$ cat config.mk
export PLATFORM = sky130hd
export DESIGN_NAME = reminder_timekeeper
export DESIGN_NICKNAME = d
export VERILOG_FILES = /design/src/rtl/reminder_timekeeper.sv
export SDC_FILE = /design/constraint.sdc
export NUM_CORES = 1
export LEC_CHECK = 0
export CORE_UTILIZATION = 25
export CTS_CLUSTER_SIZE = 14
export DETAILED_ROUTE_END_ITERATION = 6
export REMOVE_ABC_BUFFERS = 1
export SYNTH_ARGS = -nofsm -noshare
export SYNTH_HDL_FRONTEND = slang
export SYNTH_SLANG_ARGS = --single-unit
$ cat constraint.sdc
create_clock -name clk -period 2.85 [get_ports clk]
set_clock_uncertainty 0.1 [all_clocks]
set_input_delay 0.4275 -clock clk [delete_from_list [all_inputs] [get_ports clk]]
set_output_delay 0.4275 -clock clk [all_outputs]
set_load 0.03 [all_outputs]
$ cat src/rtl/reminder_timekeeper.sv
// 24-hour timekeeper driven by a 1 Hz divider level, plus a sticky water-reminder countdown.
// Optional snooze support is compiled in with `define REMINDER_SNOOZE_EN.
module reminder_timekeeper #(
  parameter int INTERVAL_MIN = 60,
  parameter int SNOOZE_MIN   = 10
) (
  input  logic       clk,
  input  logic       reset,
  input  logic       tick,
  input  logic       load,
  input  logic [4:0] set_hour,
  input  logic [5:0] set_min,
  input  logic       ack,
  input  logic       snooze,
  output logic [4:0] hours,
  output logic [5:0] minutes,
  output logic [5:0] seconds,
  output logic       remind,
  output logic [6:0] mins_left,
  output logic [1:0] o_dbg_state
);

  localparam logic [6:0] LP_INTERVAL = 7'(INTERVAL_MIN);
  localparam logic [6:0] LP_SNOOZE   = 7'(SNOOZE_MIN);

`ifdef REMINDER_SNOOZE_EN
  typedef enum logic [1:0] {
    ST_COUNT  = 2'd0,
    ST_ALERT  = 2'd1,
    ST_SNOOZE = 2'd2
  } state_t;
`else
  typedef enum logic [1:0] {
    ST_COUNT = 2'd0,
    ST_ALERT = 2'd1
  } state_t;
  logic w_unused_snooze;
  assign w_unused_snooze = ^{snooze, LP_SNOOZE};
`endif

  logic       r_tick_d;
  logic [4:0] r_hours;
  logic [5:0] r_minutes;
  logic [5:0] r_seconds;
  state_t     r_state;
  state_t     w_state_nxt;
  logic       r_remind;
  logic       w_remind_nxt;
  logic [6:0] r_mins_left;
  logic [6:0] w_mins_left_nxt;

  logic w_sec_pulse;
  logic w_load_ok;
  logic w_min_carry;

  // r_tick_d resets high so a tick already high at reset release is not an edge.
  assign w_sec_pulse = tick & ~r_tick_d;
  assign w_load_ok   = load & (set_hour <= 5'd23) & (set_min <= 6'd59);
  // A valid load discards the coincident second, so no minute carry either.
  assign w_min_carry = w_sec_pulse & ~w_load_ok & (r_seconds == 6'd59);

  always_ff @(posedge clk) begin
    if (reset) begin
      r_tick_d  <= 1'b1;
      r_hours   <= 5'd0;
      r_minutes <= 6'd0;
      r_seconds <= 6'd0;
    end else begin
      r_tick_d <= tick;
      if (w_load_ok) begin
        r_hours   <= set_hour;
        r_minutes <= set_min;
        r_seconds <= 6'd0;
      end else if (w_sec_pulse) begin
        if (r_seconds == 6'd59) begin
          r_seconds <= 6'd0;
          if (r_minutes == 6'd59) begin
            r_minutes <= 6'd0;
            r_hours   <= (r_hours == 5'd23) ? 5'd0 : r_hours + 5'd1;
          end else begin
            r_minutes <= r_minutes + 6'd1;
          end
        end else begin
          r_seconds <= r_seconds + 6'd1;
        end
      end
    end
  end

  always_ff @(posedge clk) begin
    if (reset) begin
      r_state     <= ST_COUNT;
      r_remind    <= 1'b0;
      r_mins_left <= LP_INTERVAL;
    end else begin
      r_state     <= w_state_nxt;
      r_remind    <= w_remind_nxt;
      r_mins_left <= w_mins_left_nxt;
    end
  end

  always_comb begin
    w_state_nxt     = r_state;
    w_remind_nxt    = r_remind;
    w_mins_left_nxt = r_mins_left;
    case (r_state)
      ST_COUNT: begin
        if (w_min_carry) begin
          if (r_mins_left > 7'd1) begin
            w_mins_left_nxt = r_mins_left - 7'd1;
          end else if (r_mins_left == 7'd1) begin
            w_mins_left_nxt = 7'd0;
            w_state_nxt     = ST_ALERT;
            w_remind_nxt    = 1'b1;
          end
        end
      end
      ST_ALERT: begin
        // ack beats both a coincident carry and snooze.
        if (ack) begin
          w_state_nxt     = ST_COUNT;
          w_remind_nxt    = 1'b0;
          w_mins_left_nxt = LP_INTERVAL;
`ifdef REMINDER_SNOOZE_EN
        end else if (snooze) begin
          w_state_nxt     = ST_SNOOZE;
          w_remind_nxt    = 1'b0;
          w_mins_left_nxt = LP_SNOOZE;
`endif
        end else begin
          w_remind_nxt    = 1'b1;
          w_mins_left_nxt = 7'd0;
        end
      end
`ifdef REMINDER_SNOOZE_EN
      ST_SNOOZE: begin
        if (ack) begin
          w_state_nxt     = ST_COUNT;
          w_remind_nxt    = 1'b0;
          w_mins_left_nxt = LP_INTERVAL;
        end else if (w_min_carry) begin
          if (r_mins_left > 7'd1) begin
            w_mins_left_nxt = r_mins_left - 7'd1;
          end else if (r_mins_left == 7'd1) begin
            w_mins_left_nxt = 7'd0;
            w_state_nxt     = ST_ALERT;
            w_remind_nxt    = 1'b1;
          end
        end
      end
`endif
      default: begin
        w_state_nxt     = ST_COUNT;
        w_remind_nxt    = 1'b0;
        w_mins_left_nxt = LP_INTERVAL;
      end
    endcase
  end

  assign hours       = r_hours;
  assign minutes     = r_minutes;
  assign seconds     = r_seconds;
  assign remind      = r_remind;
  assign mins_left   = r_mins_left;
  assign o_dbg_state = r_state;

endmodule
* Word level (Yosys, flattened, before mapping)
Cells that the tools add are included.
** Word-level totals
- Flip-flop bits (word level) :: 28
- Input port bits :: 17
- Output and inout port bits :: 27
- Logic and storage cells :: 66
** Operators by class
- $add $sub $neg :: 4
- Magnitude comparators :: 3
- Eq/ne operators :: 10
- Muxes and demuxes :: 25
- Bitwise gates (word level) :: 7
- Reduce and logical (&&, ||, !) cells :: 10
** Operators by type and width (count)
- $mux 6 :: 6
- $mux 5 :: 5
- $mux 7 :: 3
- $pmux 7 s2 :: 1
- $add 6x1->6 const B :: 2
- $eq 6x6->1 const B :: 2
- $mux 2 :: 4
- $ne 2x2->1 const B :: 4
- $eq 7x1->1 const B :: 1
- $gt 7x1->1 const B :: 1
- $sub 7x1->7 const B :: 1
- $le 6x6->1 const B :: 1
- $reduce_and 3->1 :: 2
- $reduce_bool 2->1 :: 3
- $add 5x1->5 const B :: 1
- $and 1x1->1 :: 5
- $eq 5x5->1 const B :: 1
- $le 5x5->1 const B :: 1
- $mux 1 :: 4
- $pmux 2 s2 :: 1
- $reduce_and 2->1 :: 2
- $reduce_and 4->1 :: 1
- $ne 3x3->1 const B :: 1
- $eq 2x1->1 const B :: 1
- 4 further kinds :: 5

* Logic depth before layout (Yosys ltp)
- Depth after elaboration :: 8
- Mapped depth :: 7
- Mapped depth without buffers :: 7

* Least setup slack after synthesis
Ideal clock, no wire load.
- Kind :: reg-to-reg
- From :: reg r_minutes[0], in the netlist minutes[0]
- To :: reg r_hours[4], in the netlist hours[4]
- Library setup time :: 0.091 ns
- Data arrival time :: 1.977 ns
- Required time :: 2.659 ns
- Path slack :: 0.682 ns
- Stages on the path, launching flop included :: 7
- Buffers on the path :: 0
- Period minus slack after synthesis :: 2.168 ns
- Path through :: dfxtp_1 -> ha_1 -> nand4_1 -> nor2_1 -> nand2_4 -> or4b_1 -> a311oi_1
** On the way
- Cells in the longest elaborated chain, start to end :: 3
** Ends and longest elaborated chain
- start: declaration :: line 43 : logic [5:0] r_minutes;
- start signal: assignment :: line 72 : r_minutes <= set_min;
- start signal: assignment :: line 81 : r_minutes <= r_minutes + 6'd1;
- $eq 6x6->1 :: line 77 : if (r_minutes == 6'd59) begin
- $reduce_bool 2->1 (no line)
- $reduce_and 3->1 (no line)
- end signal: assignment :: line 71 : r_hours <= set_hour;
- end signal: assignment :: line 79 : r_hours <= (r_hours == 5'd23) ? 5'd0 : r_hours + 5'd1;
- end: declaration :: line 42 : logic [4:0] r_hours;
No other way between the ends.
A chain may end at the register's enable or synchronous reset.

* Worst setup path in the final report
- From :: reg r_state[0], in the netlist o_dbg_state[0]
- To :: out o_dbg_state[0]
** RTL lines
- start: declaration :: line 45 : state_t r_state;
- start signal: assignment :: line 96 : r_state <= w_state_nxt;
- end: declaration :: line 20 : output logic [1:0] o_dbg_state
No word-level cell between the ends.

==> run summary <==
=================================================================================
Async set-or-reset flop fraction in the synthesized netlist                     0
Area of the mapped netlist                                               1560 um2
Max frequency                                                           0.459 GHz
Hold crit path type                                                  flip-flop to flip-flop
Wire length per cell                                                      12.4 um
Largest net degree at the start of global routing                              17
Result of the run                                                    finished clean
Area of the die                                                          6540 um2
Die outline width                                                         80.9 um
Area of the placeable core                                               5960 um2
Data arrival time of the worst path                                       1.65 ns
Number of global-route vias before repair                                    1311
Areal power density over the cells                                     368 nW/um2
Fraction of the yosys area taken by sequential cells                        0.348
Clock buffer depth                                                              2
Overall die height                                                        80.9 um
Static leakage                                                        0.000756 uW
Hold path depth                                                                 1
Power, Total                                                               771 uW
Total congestion overflow after global routing                                  0
Critical path's top delay family                                     buffers and inverters
MaxCap Viol Count                                                               0
Max incr delay on CP                                                      0.76 ns
Crit-path cells                                                      clkdlybuf4s50_1
Clk pin slew, worst setup/hold paths                                      0.10 ns
Routability congestion estimate from global placement                       0.834
RSZ-0062 raised after global routing                                        false
Finish-stage setup viols                                                        0
Layout Area Growth over Synthesis                                           34.7%
Hold path start                                                            remind
Drc violations                                                                  0
Number of instances resized during post-cts repair                              0
Number of antenna diodes                                                        0
Bufs and invs on worst path                                                     1
H-tree level count                                                              1
Actual transition at the worst max-transition pin                        0.535 ns
CTS root buf                                                         sky130_fd_sc_hd__clkbuf_8
Startpoint kind of the worst setup timing path                          flip-flop
Flop-to-flop setup slack                                                  0.72 ns
Initial detailed-routing violation count                                       73
Number of max-slew violations in the final report                               0
Critical path fanouts, max                                                     15
Final instance count without filler cells                                     300
Critical path start-end classification                               flip-flop to output pin
Prevailing post-synth register cell                                  sky130_fd_sc_hd__dfxtp_1
Clock latency reported for the late side of the worst-skew pair           0.27 ns
Depth of the worst register-to-register path                                    6
Post-detailed-route via-to-cell ratio                                        5.08
Placed wire-length estimate after detailed placement                      2810 um
Starting utilization of the core area                                       0.261
Final Net Count                                                               248
Post-synth EDFFs                                                                0
Cell total after placement                                                    296
Number of I/O pins                                                             44
Post-route clock period utilization                                         0.764
Number of CTS-inserted buffers                                                  3
Minimum period implied by the final worst setup slack                     2.18 ns
Ratio of cells with drive above 1 in the final layout                      0.0800
Hold path endpoint                                                         remind
Endpoint class of the critical path                                    output pin
Sink Count                                                                     27
Worst EP required                                                         2.32 ns
Synth Warn #                                                                    0
Setup Total Neg Slack                                                        0 ns
Final setup margin                                                       0.671 ns
Total Routing Usage GR                                                      0.116
Worst ir drop on vdd                                                   0.000177 V
Number of flip-flops and latches in the synthesized netlist                    27
Final Hold Viols                                                                0
Leading cell types in the layout, fill and taps excluded             sky130_fd_sc_hd__clkdlybuf4s50_1 (41), sky130_fd_sc_hd__dfxtp_1 (27), sky130_fd_sc_hd__nor2_1 (24)
Initial antenna violation count                                                 0
First-pass GRT wire length                                                5920 um
Synthesized instance count                                                    184
Max stage delay cell, worst path                                     sky130_fd_sc_hd__clkdlybuf4s50_1
Clock tree from TritonCTS                                                     yes
Final wirelength                                                          3730 um
Remaining antenna violation count after routing                                 0
Hold slack final                                                         0.385 ns
Row Count                                                                      28
Synth Area per Inst                                                      8.45 um2
Count of cell types in the netlist                                             49
Post-CTS Setup Bufs                                                             0
Worst relative slew slack                                                   0.642
Setup WS pre-CTS                                                         0.435 ns
Vias                                                                         1524
Cts-stage hold buffer count                                                     0
Number of optimization iterations in the first detailed-route pass              4
Most common cell after layout, fill and taps aside                   sky130_fd_sc_hd__clkdlybuf4s50_1
Capture point of the worst reg-to-reg path                               hours[4]
Number of I/O port buffers                                                     41
Startpoint of the worst-slack reg-to-reg timing path                   minutes[0]
=================================================================================
-- report_power, final --
group / switching (uW) / leakage [uW] / internal, uW
Clock: 123 / 0.0000255 / 98.0
Sequential: 21.3 / 0.000221 / 393
Combinational: 71.8 / 0.000510 / 64.4
-- per-stage QoR --
step / utilization / instance area, um2
final: 0.352 / 2090
after global routing: 0.352 / 2090
after CTS: 0.352 / 2090
after detailed placement: 0.344 / 2050
after global placement: 0.344 / 2050
after floorplan: - / 1530
-- synthesized netlist by cell type (2+ instances only) --
cell type,instances,area (um2)
sky130_fd_sc_hd__xnor2_1,2,17.5
sky130_fd_sc_hd__inv_1,2,7.51
sky130_fd_sc_hd__a21oi_1,11,55.1
sky130_fd_sc_hd__ha_1,5,62.6
sky130_fd_sc_hd__or2_2,2,12.5
sky130_fd_sc_hd__nand4_1,5,31.3
sky130_fd_sc_hd__nand2_1,16,60.1
sky130_fd_sc_hd__a31oi_1,3,18.8
sky130_fd_sc_hd__a311oi_1,4,35.0
sky130_fd_sc_hd__xor2_1,6,52.6
sky130_fd_sc_hd__nor4_1,3,18.8
sky130_fd_sc_hd__nor2_1,24,90.1
sky130_fd_sc_hd__mux2i_1,4,40.0
sky130_fd_sc_hd__a211oi_1,6,45.0
sky130_fd_sc_hd__nor3b_1,4,30.0
sky130_fd_sc_hd__nor2b_1,3,18.8
sky130_fd_sc_hd__nand2b_1,2,12.5
sky130_fd_sc_hd__dfxtp_1,27,541
sky130_fd_sc_hd__clkbuf_1,5,18.8
sky130_fd_sc_hd__nor3_1,7,35.0
sky130_fd_sc_hd__nand3_1,4,20.0
sky130_fd_sc_hd__o21ai_0,9,45.0
sky130_fd_sc_hd__or3_1,4,25.0
-- cell families after synthesis --
family / Yosys count / synth area share
simple gates: 86 / 0.316
compound gates: 45 / 0.201
flops: 27 / 0.348
xor+xnor: 8 / 0.0451
buf+inv: 8 / 0.0217
fa+ha+maj: 5 / 0.0402
mux: 4 / 0.0257
other cells: 1 / 0.00241
-- layout make-up --
type                    count  area (um2)
multi-input cells         149         981
flip-flops and latches     27         541
clock inverters             1        5.00
inverters                   2        7.51
repair buffers             43         425
clock buffers               3        41.3
fillers                   631        3860
well taps                  75        93.8
-- sequential cells by signal, summed over array words and instances (netlist names) --
| name | count |
|---|---|
| r_tick_d | 1 |
| hours | 5 |
| remind | 1 |
| minutes | 6 |
| o_dbg_state | 1 |
| mins_left | 7 |
| seconds | 6 |
-- layer usage --
metal	track usage	up-vias	share of wire
li1	-	766	-
met1	0.156	714	0.50
met2	0.183	42	0.46
met3	0.0213	2	0.041
met4	0.0411	0	0.0062
met5	0	-	0
-- worst max-delay path by stage --
stage                         from              to  depth (start not counted)  slack [ns]
CTS                 o_dbg_state[0]  o_dbg_state[0]                          1        0.67
floorplan               minutes[0]        hours[4]                          6        0.68
detailed placement            tick        hours[4]                          6        0.44
global route            minutes[0]        hours[4]                          6        0.55
global placement              tick        hours[4]                          6        0.45
finish              o_dbg_state[0]  o_dbg_state[0]                          1        0.67
(Power assumes the default switching activity.)
